`config.mk`:
```
export PLATFORM = sky130hd
export DESIGN_NAME = traffic_fsm
export DESIGN_NICKNAME = d
export VERILOG_FILES = /design/src/rtl/traffic_fsm.sv
export SDC_FILE = /design/constraint.sdc
export NUM_CORES = 1
export LEC_CHECK = 0
export CAP_MARGIN = 10
export CORE_ASPECT_RATIO = 0.9
export CORE_MARGIN = 2
export CORE_UTILIZATION = 54
export DETAILED_ROUTE_END_ITERATION = 16
export PLACE_DENSITY_LB_ADDON = 0.05
export REMOVE_ABC_BUFFERS = 1
export SYNTH_ARGS = -nofsm -noshare
export SYNTH_HDL_FRONTEND = slang
export SYNTH_SLANG_ARGS = --single-unit
```
`constraint.sdc`:
```
create_clock -name clk -period 6.8 [get_ports clk]
set_input_delay 1.02 -clock clk [delete_from_list [all_inputs] [get_ports clk]]
set_output_delay 1.02 -clock clk [all_outputs]
set_load 0.03 [all_outputs]
```
`src/rtl/traffic_fsm.sv`:
```
// Main/side-road traffic light sequencer fed by a registered timing-parameter store.
// Optional pedestrian walk phase is built when TRAFFIC_WALK_EN is defined.
module traffic_fsm #(
  parameter int TICK_IGNORE = 2
) (
  input  logic       clk,
  input  logic       reset,
  input  logic       sync_Reprogram,
  input  logic       sec_Tick,
  input  logic       sensor,
  input  logic       walk_Request,
  input  logic [3:0] time_Value,
  output logic [1:0] interval,
  output logic [2:0] main_Lights,
  output logic [2:0] side_Lights,
  output logic       walk_Light,
  output logic [3:0] count_Out
);
  localparam int LW_W = (TICK_IGNORE < 2) ? 1 : $clog2(TICK_IGNORE + 1);
  localparam logic [LW_W-1:0] LW_INIT = LW_W'(TICK_IGNORE);
  localparam logic [LW_W-1:0] LW_ONE  = LW_W'(1);

  localparam logic [1:0] IV_BASE = 2'b00;
  localparam logic [1:0] IV_EXT  = 2'b01;
  localparam logic [1:0] IV_YEL  = 2'b10;
  localparam logic [2:0] L_RED   = 3'b100;
  localparam logic [2:0] L_YEL   = 3'b010;
  localparam logic [2:0] L_GRN   = 3'b001;

  typedef enum logic [2:0] {
    MG, MG_EXT, MY, SG, SG_EXT, SY
`ifdef TRAFFIC_WALK_EN
    , WALK
`endif
  } state_t;

  state_t          state_q, state_d, nxt;
  logic [LW_W-1:0] lw_q, lw_d;
  logic [3:0]      cnt_q, cnt_d;
  logic [1:0]      iv_d;
  logic [2:0]      main_d, side_d;
  logic            loading, expire;

  // Load-wait covers the store's registered lookup of the new interval.
  assign loading = (lw_q != '0);
  assign expire  = !loading && sec_Tick && (cnt_q == 4'd1);

`ifdef TRAFFIC_WALK_EN
  logic pend_q, pend_d, walk_d;
`else
  logic unused_walk_req;
  assign unused_walk_req = walk_Request;
`endif

  always_comb begin
    nxt = MG;
    case (state_q)
      MG:      nxt = sensor ? MG_EXT : MY;
      MG_EXT:  nxt = MY;
      MY:      nxt = SG;
      SG:      nxt = sensor ? SG_EXT : SY;
      SG_EXT:  nxt = SY;
`ifdef TRAFFIC_WALK_EN
      SY:      nxt = pend_q ? WALK : MG;
`else
      SY:      nxt = MG;
`endif
      default: nxt = MG;
    endcase
  end

  always_comb begin
    state_d = state_q;
    lw_d    = lw_q;
    cnt_d   = cnt_q;
`ifdef TRAFFIC_WALK_EN
    pend_d  = pend_q | walk_Request;
`endif
    if (sync_Reprogram) begin
      state_d = MG;
      lw_d    = LW_INIT;
      cnt_d   = '0;
`ifdef TRAFFIC_WALK_EN
      pend_d  = 1'b0;
`endif
    end else if (loading) begin
      lw_d = lw_q - LW_ONE;
      // A zero interval would never expire, so it runs as one second.
      if (lw_q == LW_ONE) cnt_d = (time_Value == 4'd0) ? 4'd1 : time_Value;
    end else if (expire) begin
      state_d = nxt;
      lw_d    = LW_INIT;
      cnt_d   = '0;
`ifdef TRAFFIC_WALK_EN
      if (nxt == WALK) pend_d = 1'b0;
`endif
    end else if (sec_Tick && cnt_q != 4'd0) begin
      cnt_d = cnt_q - 4'd1;
    end

    iv_d   = IV_BASE;
    main_d = L_GRN;
    side_d = L_RED;
`ifdef TRAFFIC_WALK_EN
    walk_d = 1'b0;
`endif
    case (state_d)
      MG:      ;
      MG_EXT:  iv_d = IV_EXT;
      MY:      begin iv_d = IV_YEL; main_d = L_YEL; end
      SG:      begin main_d = L_RED; side_d = L_GRN; end
      SG_EXT:  begin iv_d = IV_EXT; main_d = L_RED; side_d = L_GRN; end
      SY:      begin iv_d = IV_YEL; main_d = L_RED; side_d = L_YEL; end
`ifdef TRAFFIC_WALK_EN
      WALK:    begin iv_d = IV_EXT; main_d = L_RED; side_d = L_RED; walk_d = 1'b1; end
`endif
      default: ;
    endcase
  end

  always_ff @(posedge clk or negedge reset) begin
    if (!reset) begin
      state_q     <= MG;
      lw_q        <= LW_INIT;
      cnt_q       <= '0;
      interval    <= IV_BASE;
      main_Lights <= L_GRN;
      side_Lights <= L_RED;
    end else begin
      state_q     <= state_d;
      lw_q        <= lw_d;
      cnt_q       <= cnt_d;
      interval    <= iv_d;
      main_Lights <= main_d;
      side_Lights <= side_d;
    end
  end

`ifdef TRAFFIC_WALK_EN
  always_ff @(posedge clk or negedge reset) begin
    if (!reset) begin
      pend_q     <= 1'b0;
      walk_Light <= 1'b0;
    end else begin
      pend_q     <= pend_d;
      walk_Light <= walk_d;
    end
  end
`else
  assign walk_Light = 1'b0;
`endif

  assign count_Out = cnt_q;

endmodule

```
# After elaboration in Yosys (flattened, before gate mapping)
# Index checks and enable logic that the tools add are counted.
[classes] n_mux=18 n_eq_ne=12 reduce_logical=15 n_addsub=2
[ops] op="two-way mux 4 bit" n=6
[ops] op="one-hot mux 3 bit (5 select lines)" n=1
[ops] op="equality test 3 x 2 -> 1 bit, second input constant" n=4
[ops] op="one-hot mux 3 bit (2 select lines)" n=2
[ops] op="equality test 3 bit, second input constant" n=3
[ops] op="two-way mux 3 bit" n=3
[ops] op="two-way mux 2 bit" n=4
[ops] op="nonzero test 4 bit" n=2
[ops] op="equality test 3 x 1 -> 1 bit, second input constant" n=2
[ops] op="OR reduction 2 bit" n=3
[ops] op="equality test 4 x 1 -> 1 bit, second input constant" n=1
[ops] op="logical NOT 4 bit" n=1
[ops] op="one-hot mux 2 bit (2 select lines)" n=1
[ops] op="subtractor 4 x 1 -> 4 bit, second input constant" n=1
[ops] op="logical AND 1 bit" n=3
[ops] op="logical NOT 3 bit" n=1
[ops] op="inequality test 3 x 2 -> 1 bit, second input constant" n=1
[ops] op="nonzero test 3 bit" n=1
[ops] op="OR reduction 3 bit" n=1
[ops] op="equality test 2 x 1 -> 1 bit, second input constant" n=1
[ops] op="AND reduction 2 bit" n=1
[ops] op="nonzero test 2 bit" n=1
[ops] op="subtractor 2 x 1 -> 2 bit, second input constant" n=1
[ops] op="logical NOT 1 bit" n=1
[ops] op="two-way mux 1 bit" n=1
[word_totals] elab_cells=53 out_inout_bits=13 register_bits=17 in_bits=10

# Logic depth before layout (Yosys ltp)
# Gate-level depths: netlist of run 1.
[logic_depth] depth_word=10 mapped_depth=11 depth_no_buf=9

# Worst setup path after synthesis of run 1
# No wires, ideal clock.
[synth_timing] kind="in2reg" from="input port sec_Tick" to="register main_Lights[2]" t_arrival_ns=2.348 n_path_buf=2 path_stages=8 required_time_ns=6.701 setup_slack_ns=4.352 setup_ns=0.099 path_cell_list="and4bb_1 > buf_6 > nand2_1 > buf_2 > nor2_1 > a211o_1 > ha_1 > a311oi_1"
[synth_between] elab_chain_len=8 elab_cells_between_ends=11 cone_classes="4 x eq/ne; 4 x mux; 3 x reduce/logical"
[synth_lines] element="from (decl)" line="9" text="input logic sec_Tick,"
[synth_lines] element="logical AND 1 bit (*) (2 in series)" line="46" text="assign expire = !loading && sec_Tick && (cnt_q == 4'd1);"
[synth_lines] element="two-way mux 3 bit (*)" line="90" text="end else if (expire) begin"
[synth_lines] element="two-way mux 3 bit (*)" line="86" text="end else if (loading) begin"
[synth_lines] element="two-way mux 3 bit (*)" line="79" text="if (sync_Reprogram) begin"
[synth_lines] element="equality test 3 bit or equality test 3 x 2 -> 1 bit (tied branches)" line="107" text="case (state_d)"
[synth_lines] element="OR reduction 3 bit (no line)"
[synth_lines] element="one-hot mux 3 bit (2 select lines) (*)" line="107"
[synth_lines] element="via main_d[2]" line="41" text="logic [2:0] main_d, side_d;"
[synth_lines] element="to (signal assigned)" line="134" text="main_Lights <= main_d;"
[synth_lines] element="to (decl)" line="14" text="output logic [2:0] main_Lights,"
# The timed path passes the listed nets; every way through them passes the cells marked *.
# A chain may end at the register's enable or synchronous reset.

# Worst setup path after layout of run 1
[layout_timing] from="input port sec_Tick" to="register main_Lights[2]"
[layout_between] elab_chain_len=8 elab_cells_between_ends=11 cone_classes="4 x eq/ne; 4 x mux; 3 x reduce/logical"
[layout_lines] element="logical AND 1 bit (*) (2 in series)" line="46"
[layout_lines] element="two-way mux 3 bit (*)" line="90"
[layout_lines] element="two-way mux 3 bit (*)" line="86"
[layout_lines] element="two-way mux 3 bit (*)" line="79"
[layout_lines] element="via state_d[2]" line="37" text="state_t state_q, state_d, nxt;"
[layout_lines] element="equality test 3 bit or equality test 3 x 2 -> 1 bit (tied branches)" line="107"
[layout_lines] element="OR reduction 3 bit (no line)"
[layout_lines] element="one-hot mux 3 bit (2 select lines) (*)" line="107"
[layout_lines] element="via main_d[2]" line="41"
# Marks and branches as above.

==> impl.org, run 1 <==
** Run status
- Outcome :: finished clean

** GRT
- Global-route wire length before repair :: 3.79 mm
- Global router's overall resource usage :: 0.207
- Remaining Overflow, GRT :: 0
- Antenna violations before repair :: 0
- Maximum number of pins on one net before global-route repair :: 18
- The number of global-route vias before repair came to 887.

** Cells and area
- Register area :: 429 µm²
- The repair_antennas step left the layout with diodes totalling 0.
- Total of fill cells in the finished design :: 152
- Share of layout cells above drive strength 1 :: 0.0714
- In the layout the commonest cells are sky130_fd_sc_hd__clkdlybuf4s50_1, sky130_fd_sc_hd__dfrtp_1, sky130_fd_sc_hd__a21oi_1.
- Area of combinational cells with multiple inputs :: 602 µm²
- Most common cell after layout, fill and taps aside :: sky130_fd_sc_hd__clkdlybuf4s50_1
- Post-layout net count :: 158
- Layout Area Growth over Synthesis :: 18.1%

** Drt
- Final routed DRC violation total :: 0
- Drt via density :: 6.02
- For this block, the via count after detailed routing is 993.
- After detailed routing, the average wire length per cell comes to 13.8 µm.
- The count of nets left with antenna violations once routing finished came out at 0.
- Number of iterations in the first detailed-routing pass :: 4
- Number of violations reported at the end of detailed-routing iteration 0 :: 18
- Summed over all layers, the routed wires come to 2.27 mm.

** Clocking
- Hold Buf Count CTS :: 0
- Buffers added to address setup during post-CTS repair amount to 0.
- Clock tree synthesis found a total of 17 sinks.
- Clock-pin slew was measured on the worst setup and hold paths at 0.10 ns.
- Maximum buffer depth of the clock tree :: 2
- In this run, CTS created clock tree buffers numbering 3.
- TritonCTS built the clock tree.
- Once the clock tree was built, the resizer swapped 0 gates to a different size.
- In this run the number of H-tree levels came out at 1.
- Root Driver :: sky130_fd_sc_hd__clkbuf_4
- The later pin in the worst-skew pair is clocked with a latency of 0.28 ns.

** Synthesis
- Number of flip-flops and latches in the synthesized netlist :: 17
- Instance count of the mapped netlist :: 125
- Yosys mapped the design onto 40 distinct sky130hd cell types.
- In this run, synthesis inferred 0 flip-flops with an integrated enable.
- Post-synthesis instance area :: 0.00113 mm²
- Among all flip-flop cells after synthesis, the most frequent one is sky130_fd_sc_hd__dfrtp_1.
- During synthesis, Yosys emitted a total of 0 warnings.
- Ranked by total cell area, the synthesized netlist is headed by sky130_fd_sc_hd__dfrtp_1, sky130_fd_sc_hd__ha_1, sky130_fd_sc_hd__dfstp_2.
- Cell accounting for the most synthesized area :: sky130_fd_sc_hd__dfrtp_1
- Sequential fraction of the synthesis area :: 0.381
- A synthesized cell averages 9.01 µm².
- Of the post-synthesis cell area, the dominant cell type holds 0.311.
- Of all flip-flops after synthesis, the portion carrying an async set or reset was 1.00.

** Worst setup path
- Data required time at the worst endpoint :: 6.99 ns
- Crit path max-delay cell type :: sky130_fd_sc_hd__clkdlybuf4s50_1
- Class of the most critical setup path :: in -> reg
- Data arrives at the worst endpoint at 3.14 ns.
- Traced cell by cell, the critical path runs through clkdlybuf4s50_1 > and4bb_1 > nand2_1 > o21ai_0 > a21oi_1 > ha_1 > a311oi_1.
- STA classifies the critical path startpoint as an input port.
- In this run the worst path has a maximum fanout of 11.
- Sort of element at the end of the critical path :: register
- R2R depth :: 8
- Crit-path max cell delay :: 0.53 ns

** Floorplan
- The initial utilization of the core area, before any placement, comes to 0.583.
- Die height :: 47.3 µm
- Area of the die :: 0.00247 mm²
- Row count :: 15
- Core Region :: 0.00193 mm²
- 23 I/O pins were placed.
- Measured along the x axis, the die boundary spans 52.1 µm.

** Timing
- Hold Violations, Final :: 0
- Setup repair after global routing left no endpoint under its margin.
- Final setup viols :: 0
- Worst slack on hold paths :: 0.535 ns
- Pins over their slew limit :: 0
- After layout, the worst setup slack is 3.85 ns.
- Total negative slack for setup checks :: 0 ns
- Worst setup skew after layout :: 0.00247 ns
- Static timing analysis puts the maximum clock frequency at 339 MHz.
- Rel. slew slack :: 0.481
- The worst path in the final design needs a cycle of 2.95 ns, including I/O delays and setup.
- Worst slew pin tran :: 0.777 ns
- Of the available clock period, the critical path in the final layout requires 0.434.

** Place
- Port buffering added 20 buffers.
- Global placer's final weighted congestion :: 0.820
- Total half-perimeter wirelength after legalization and detailed placement :: 1.62 mm
- Worst slack after detailed placement :: 3.57 ns

** Job
- Count of max-cap constraint violations :: 0

** Power and ir drop
- VDD sags by at most 0.199 mV.
- Total leakage power :: 0.526 nW
- Overall power of the completed layout :: 0.364 mW
- In this run the power density over the cells is 274 mW/mm².

** Hold path
- The min-delay analysis places its worst path in the category reg -> reg.
- The worst hold path was traced through 2 stages.
-- cells in the mapped netlist (3+ instances only) --
cell / number
sky130_fd_sc_hd__nand3_1: 6
sky130_fd_sc_hd__clkbuf_1: 5
sky130_fd_sc_hd__ha_1: 7
sky130_fd_sc_hd__nor3_1: 4
sky130_fd_sc_hd__nor2_1: 6
sky130_fd_sc_hd__a21oi_1: 13
sky130_fd_sc_hd__dfstp_2: 3
sky130_fd_sc_hd__nand2b_1: 4
sky130_fd_sc_hd__a31oi_1: 4
sky130_fd_sc_hd__nand2_1: 7
sky130_fd_sc_hd__inv_1: 11
sky130_fd_sc_hd__o21ai_0: 8
sky130_fd_sc_hd__dfrtp_1: 14
-- routing by layer --
metal | track usage | wire (µm)
met5 | 0 | 0
met4 | 0.0923 | 12
met3 | 0.0318 | 102
met2 | 0.370 | 1140
met1 | 0.251 | 1020
-- final cells by class --
class / count / area share
clock buffers: 4 / 0.0198
inverters: 11 / 0.0310
multi-input cells: 88 / 0.452
flip-flops and latches: 17 / 0.323
well taps: 25 / 0.0235
repair buffers: 20 / 0.151
-- worst max-delay path, delay by kind of cell --
family | cells | cell delay, ns
and+or+nand+nor | 2 | 0.70
AOI/OAI and AO/OA | 3 | 0.54
adders and majority gates | 1 | 0.35
buffers and inverters | 1 | 0.53
-- path summary, 6_finish.rpt --
kind,start,to,slack (ns)
max,sec_Tick,main_Lights[2],3.85
min,lw_q[1],lw_q[1],0.53
max reg2reg,count_Out[1],main_Lights[2],4.39
min reg2reg,lw_q[1],lw_q[1],0.53
max in group asynchronous,reset,count_Out[3],5.14
min in group asynchronous,reset,side_Lights[0],1.18
-- stage by stage --
step           utilization  std cells  instance area, µm²
2_1_floorplan            -        116                1070
3_5_place_dp         0.674        161                1300
6_report             0.688        165                1330
3_3_place_gp         0.674        161                1300
4_1_cts              0.688        165                1330
5_1_grt              0.688        165                1330
-- where the power goes --
group          internal [mW]  switching (mW)  total, mW
Sequential             0.120          0.0177      0.138
Clock                 0.0228          0.0311     0.0538
Combinational         0.0700           0.102      0.172
Total                  0.213           0.151      0.364
-- sequential cells by signal (all words and copies together), names as in the netlist --
register,count
lw_q,2
main_Lights,3
state_q,3
side_Lights,3
count_Out,4
interval,2
-- cell families after synthesis --
logic type	Yosys count	synth area share
AOI/OAI and AO/OA	41	0.249
and+or+nand+nor	39	0.204
buffers and inverters	20	0.0844
DFF	17	0.381
adders and majority gates	7	0.0778
other	1	0.00333
No activity file was read; power rests on OpenSTA's default activity.
==> run 2: changes to the inputs <==
--- a/config.mk
+++ b/config.mk
@@ -8,7 +8,7 @@
 export CAP_MARGIN = 10
 export CORE_ASPECT_RATIO = 0.9
 export CORE_MARGIN = 2
-export CORE_UTILIZATION = 54
+export CORE_UTILIZATION = 45
 export DETAILED_ROUTE_END_ITERATION = 16
 export PLACE_DENSITY_LB_ADDON = 0.05
 export REMOVE_ABC_BUFFERS = 1
==> constraint.sdc (replaced) <==
create_clock -name clk -period 2.4 [get_ports clk]
set_input_delay 0.36 -clock clk [delete_from_list [all_inputs] [get_ports clk]]
set_output_delay 0.36 -clock clk [all_outputs]
set_load 0.03 [all_outputs]
==> run 2 against run 1 <==
Against the previous run:
- worst hold slack worse by 0.034 ns
- utilization is 11 points lower
- global-route usage shrank 1.6 points
- wire length increased by 9.6%
- critical path type is now reg -> reg
- highest routed layer unchanged
==> impl.org, run 2 (synthesis results as in run 1) <==
** Run status
- The run finished with clean final reports.

** Worst setup path
- Data required time at the worst endpoint :: 2.60 ns (-4.39 ns)
- In this run the critical register-to-register path is launched from count_Out[1].
- Highest fanout seen on the critical path :: 8 (-3)
- Crit-path max cell delay :: 0.42 ns (-0.11 ns)
- The count of cells along the worst register-to-register path is 9 (+1).
- The worst setup path is captured at a register.
- The worst path arrival time came to 2.33 ns (-0.81 ns).
- The endpoint identified for the worst register-to-register timing path is main_Lights[2].
- Crit path max-delay cell type :: sky130_fd_sc_hd__dfrtp_1
- Startpoint kind of the worst setup timing path :: register
- Register-to-register setup slack :: 0.28 ns (-4.11 ns)
- The critical path starts at count_Out[1].
- End point of the critical path :: main_Lights[2]
- Series of cell instances along the critical path :: inv_1 > ha_1 > and4bb_1 > and2_4 > nand3_1 > a21oi_1 > ha_1 > a21oi_1 > a311oi_1
- The worst setup path is of the reg -> reg kind.

** Timing
- The largest clock skew in the final design was 0.00437 ns (+0.00190 ns).
- Derived from the worst setup path, the maximum achievable clock frequency is 471 MHz.
- Final critical-path required period :: 2.12 ns
- Final setup viols :: 0 (unchanged)
- The number of failing hold endpoints at the final stage is 0 (unchanged).
- Worst slack on hold paths :: 0.501 ns (-0.0341 ns)
- Pins over their slew limit :: 0 (unchanged)
- Setup repair after global routing left no endpoint under its margin.
- Final critical-path share of the clock period :: 0.885
- Rel. slew slack :: 0.489 (+0.00793)
- The transition time at the pin with the least slew margin was 0.765 ns (-0.0119 ns).
- Total negative slack for setup checks :: 0 ns (unchanged)
- Fin worst setup slack :: 0.276 ns (-3.57 ns)

** Cells and area
- The antenna diode count came to 0 (unchanged).
- Final design utilization :: 0.577 (-0.111)
- The share of layout cells above drive strength 1 came to 0.122 (+0.0510).
- The net count of the finished layout is 165 (+4.4%).
- Finished layout cell area :: 0.00139 mm² (+4.3%)
- Leaving out fill and tap cells, the most frequent cell in the layout is sky130_fd_sc_hd__clkdlybuf4s50_1.
- The number of standard cells in the final layout excluding fillers was 175 (+6.1%).
- Compared with the post-synthesis result, the final layout area differs by 23.2%.
- The library cells used most frequently in the layout, excluding fill and tap cells, are sky130_fd_sc_hd__clkdlybuf4s50_1, sky130_fd_sc_hd__dfrtp_1, sky130_fd_sc_hd__a21oi_1.
- Number of flip-flops under the largest register name :: 4 (unchanged)

** Drt
- Final routed DRC violation total :: 0 (unchanged)
- Number of vias after detailed routing :: 1002 (+0.91%)
- Number of iterations in the first detailed-routing pass :: 5 (+1)
- Routed wire length :: 2.49 mm (+9.6%)
- Drt via density :: 5.73 (-4.9%)
- Detailed-route wire length per cell :: 14.2 µm (+3.4%)
- Residual antenna-violating net count after detailed routing :: 0 (unchanged)
- The number of DRC violations after detailed-routing iteration 0 is 31 (+13).

** Place
- Port Buffers :: 20 (unchanged)
- Placed cell areas :: 0.00136 mm² (+4.3%)
- The detailed-placement wirelength estimate is 1.83 mm (+13%).
- The placement-stage worst setup slack is 0.109 ns (-3.46 ns).
- The routability congestion estimate from global placement came to 0.891 (+8.7%).
- The number of placed cells counting well taps is 171 (+6.2%).

** GRT
- The wire length of the first global-routing pass came to 4.26 mm (+13%).
- The global-route usage over all layers came to 0.191 (-0.0159).
- The number of antenna violations at the first check in global routing is 0 (unchanged).
- Number of global-route vias before repair :: 953 (+7.4%)
- The pin count of the biggest net entering global routing was 18 (unchanged).
- The overall overflow remaining after global route came to 0 (unchanged).

** Floorplan
- The total die area was 0.00292 mm² (+18%).
- The die extent in x came to 56.7 µm (+8.8%).
- Row count :: 17 (+2)
- Total I/O pin count :: 23 (unchanged)
- The core box area came to 0.00240 mm² (+24%).
- Die height :: 51.5 µm (+8.7%)
- The starting density of the core is 0.469 (-0.114).

** Clocking
- TritonCTS clock tree :: yes
- The CTS clock-pin slew for the worst setup and hold paths came to 0.10 ns (about the same).
- The number of buffers inserted by hold repair at cts came to 0 (unchanged).
- Quantity of gates resized following cts :: 0 (unchanged)
- The post-CTS setup buffer count is 0 (unchanged).
- Clock insertion delay at the later pin of the skew report :: 0.30 ns (+0.02 ns)
- Maximum buffer depth of the clock tree :: 2 (unchanged)
- Number of clock buffers inserted by TritonCTS :: 3 (unchanged)
- Root Driver :: sky130_fd_sc_hd__clkbuf_4
- The number of H-tree levels came to 1 (unchanged).
- TritonCTS sink count :: 17 (unchanged)

** Power and ir drop
- The power share of the clock group was 0.148 (about the same).
- The switching share of power came to 0.418 (+0.00284).
- The cell-internal power was 0.624 mW (+190%).
- The net switching power figure is 0.448 mW (+200%).
- Peak VDD IR :: 0.573 mV (+190%)
- The sequential share of power is 0.365 (-0.014).
- The leakage component of the power is 0.561 nW (+6.7%).
- P per Cell Area :: 773 mW/mm² (+180%)
- The total chip power was 1.07 mW (+190%).
- Comb power frac :: 0.486 (+0.013)

** Job
- Count of max-cap constraint violations :: 0 (unchanged)

** Hold path
- Type of the tightest min-delay check :: in -> async
-- run 2: cell count changes in the layout (fill, tap and decap cells not counted), sizes merged --
cell	delta
buf	+7
clkbuf	-1
clkinv	+1
-- run 2: critical path, delay by kind of cell, from the launching register on --
| kind | cells | cell delay, ns |
|---|---|---|
| compound gates | 3 | 0.51 |
| simple gates | 3 | 0.58 |
| flops | 1 | 0.42 |
| buf+inv | 1 | 0.13 |
| fa+ha+maj | 2 | 0.38 |
-- run 2: routing by layer --
| layer | wire, µm | share of wire | GRT usage | vias up |
|---|---|---|---|---|
| met5 | 0 | 0 | 0 | - |
| met4 | 25 | 0.010 | 0.0581 | 0 |
| met3 | 132 | 0.053 | 0.0481 | 4 |
| met2 | 1150 | 0.46 | 0.295 | 36 |
| met1 | 1180 | 0.47 | 0.264 | 470 |
| li1 | - | - | - | 492 |
-- run 2: worst min path at each step --
stage	startpoint	cells past startpoint	slack (ns)	endpoint
CTS	reset	1	0.53	count_Out[2]
global placement	lw_q[0]	2	0.50	lw_q[0]
global route	reset	1	0.55	side_Lights[0]
detailed placement	lw_q[1]	2	0.52	lw_q[1]
finish	reset	1	0.50	main_Lights[1]
floorplan	reset	0	0.06	count_Out[0]
-- run 2: final cells by class --
type | instances | area [µm²]
fillers | 213 | 1020
multi-input cells | 88 | 602
flip-flops and latches | 17 | 429
repair buffers | 27 | 253
inverters | 11 | 41.3
well taps | 28 | 35.0
clock buffers | 3 | 22.5
clock inverters | 1 | 5.00
-- run 2: power groups by stage --
| stage | Clock, mW | Sequential [mW] | Combinational [mW] |
|---|---|---|---|
| 3_3_place_gp | 0 | 0.394 | 0.509 |
| 5_1_grt | 0.179 | 0.399 | 0.582 |
| 4_1_cts | 0.168 | 0.391 | 0.522 |
| 3_5_place_dp | 0 | 0.396 | 0.519 |
| 6_report | 0.159 | 0.392 | 0.522 |
| 2_1_floorplan | 0 | 0.451 | 0.276 |
==> run 3: changes to the inputs <==
--- a/config.mk
+++ b/config.mk
@@ -12,6 +12,7 @@
 export DETAILED_ROUTE_END_ITERATION = 16
 export PLACE_DENSITY_LB_ADDON = 0.05
 export REMOVE_ABC_BUFFERS = 1
+export SKIP_CTS_REPAIR_TIMING = 1
 export SYNTH_ARGS = -nofsm -noshare
 export SYNTH_HDL_FRONTEND = slang
 export SYNTH_SLANG_ARGS = --single-unit
==> results of run 3 <==
No change in the layout: final DEF, timing and power equal those of run 2.
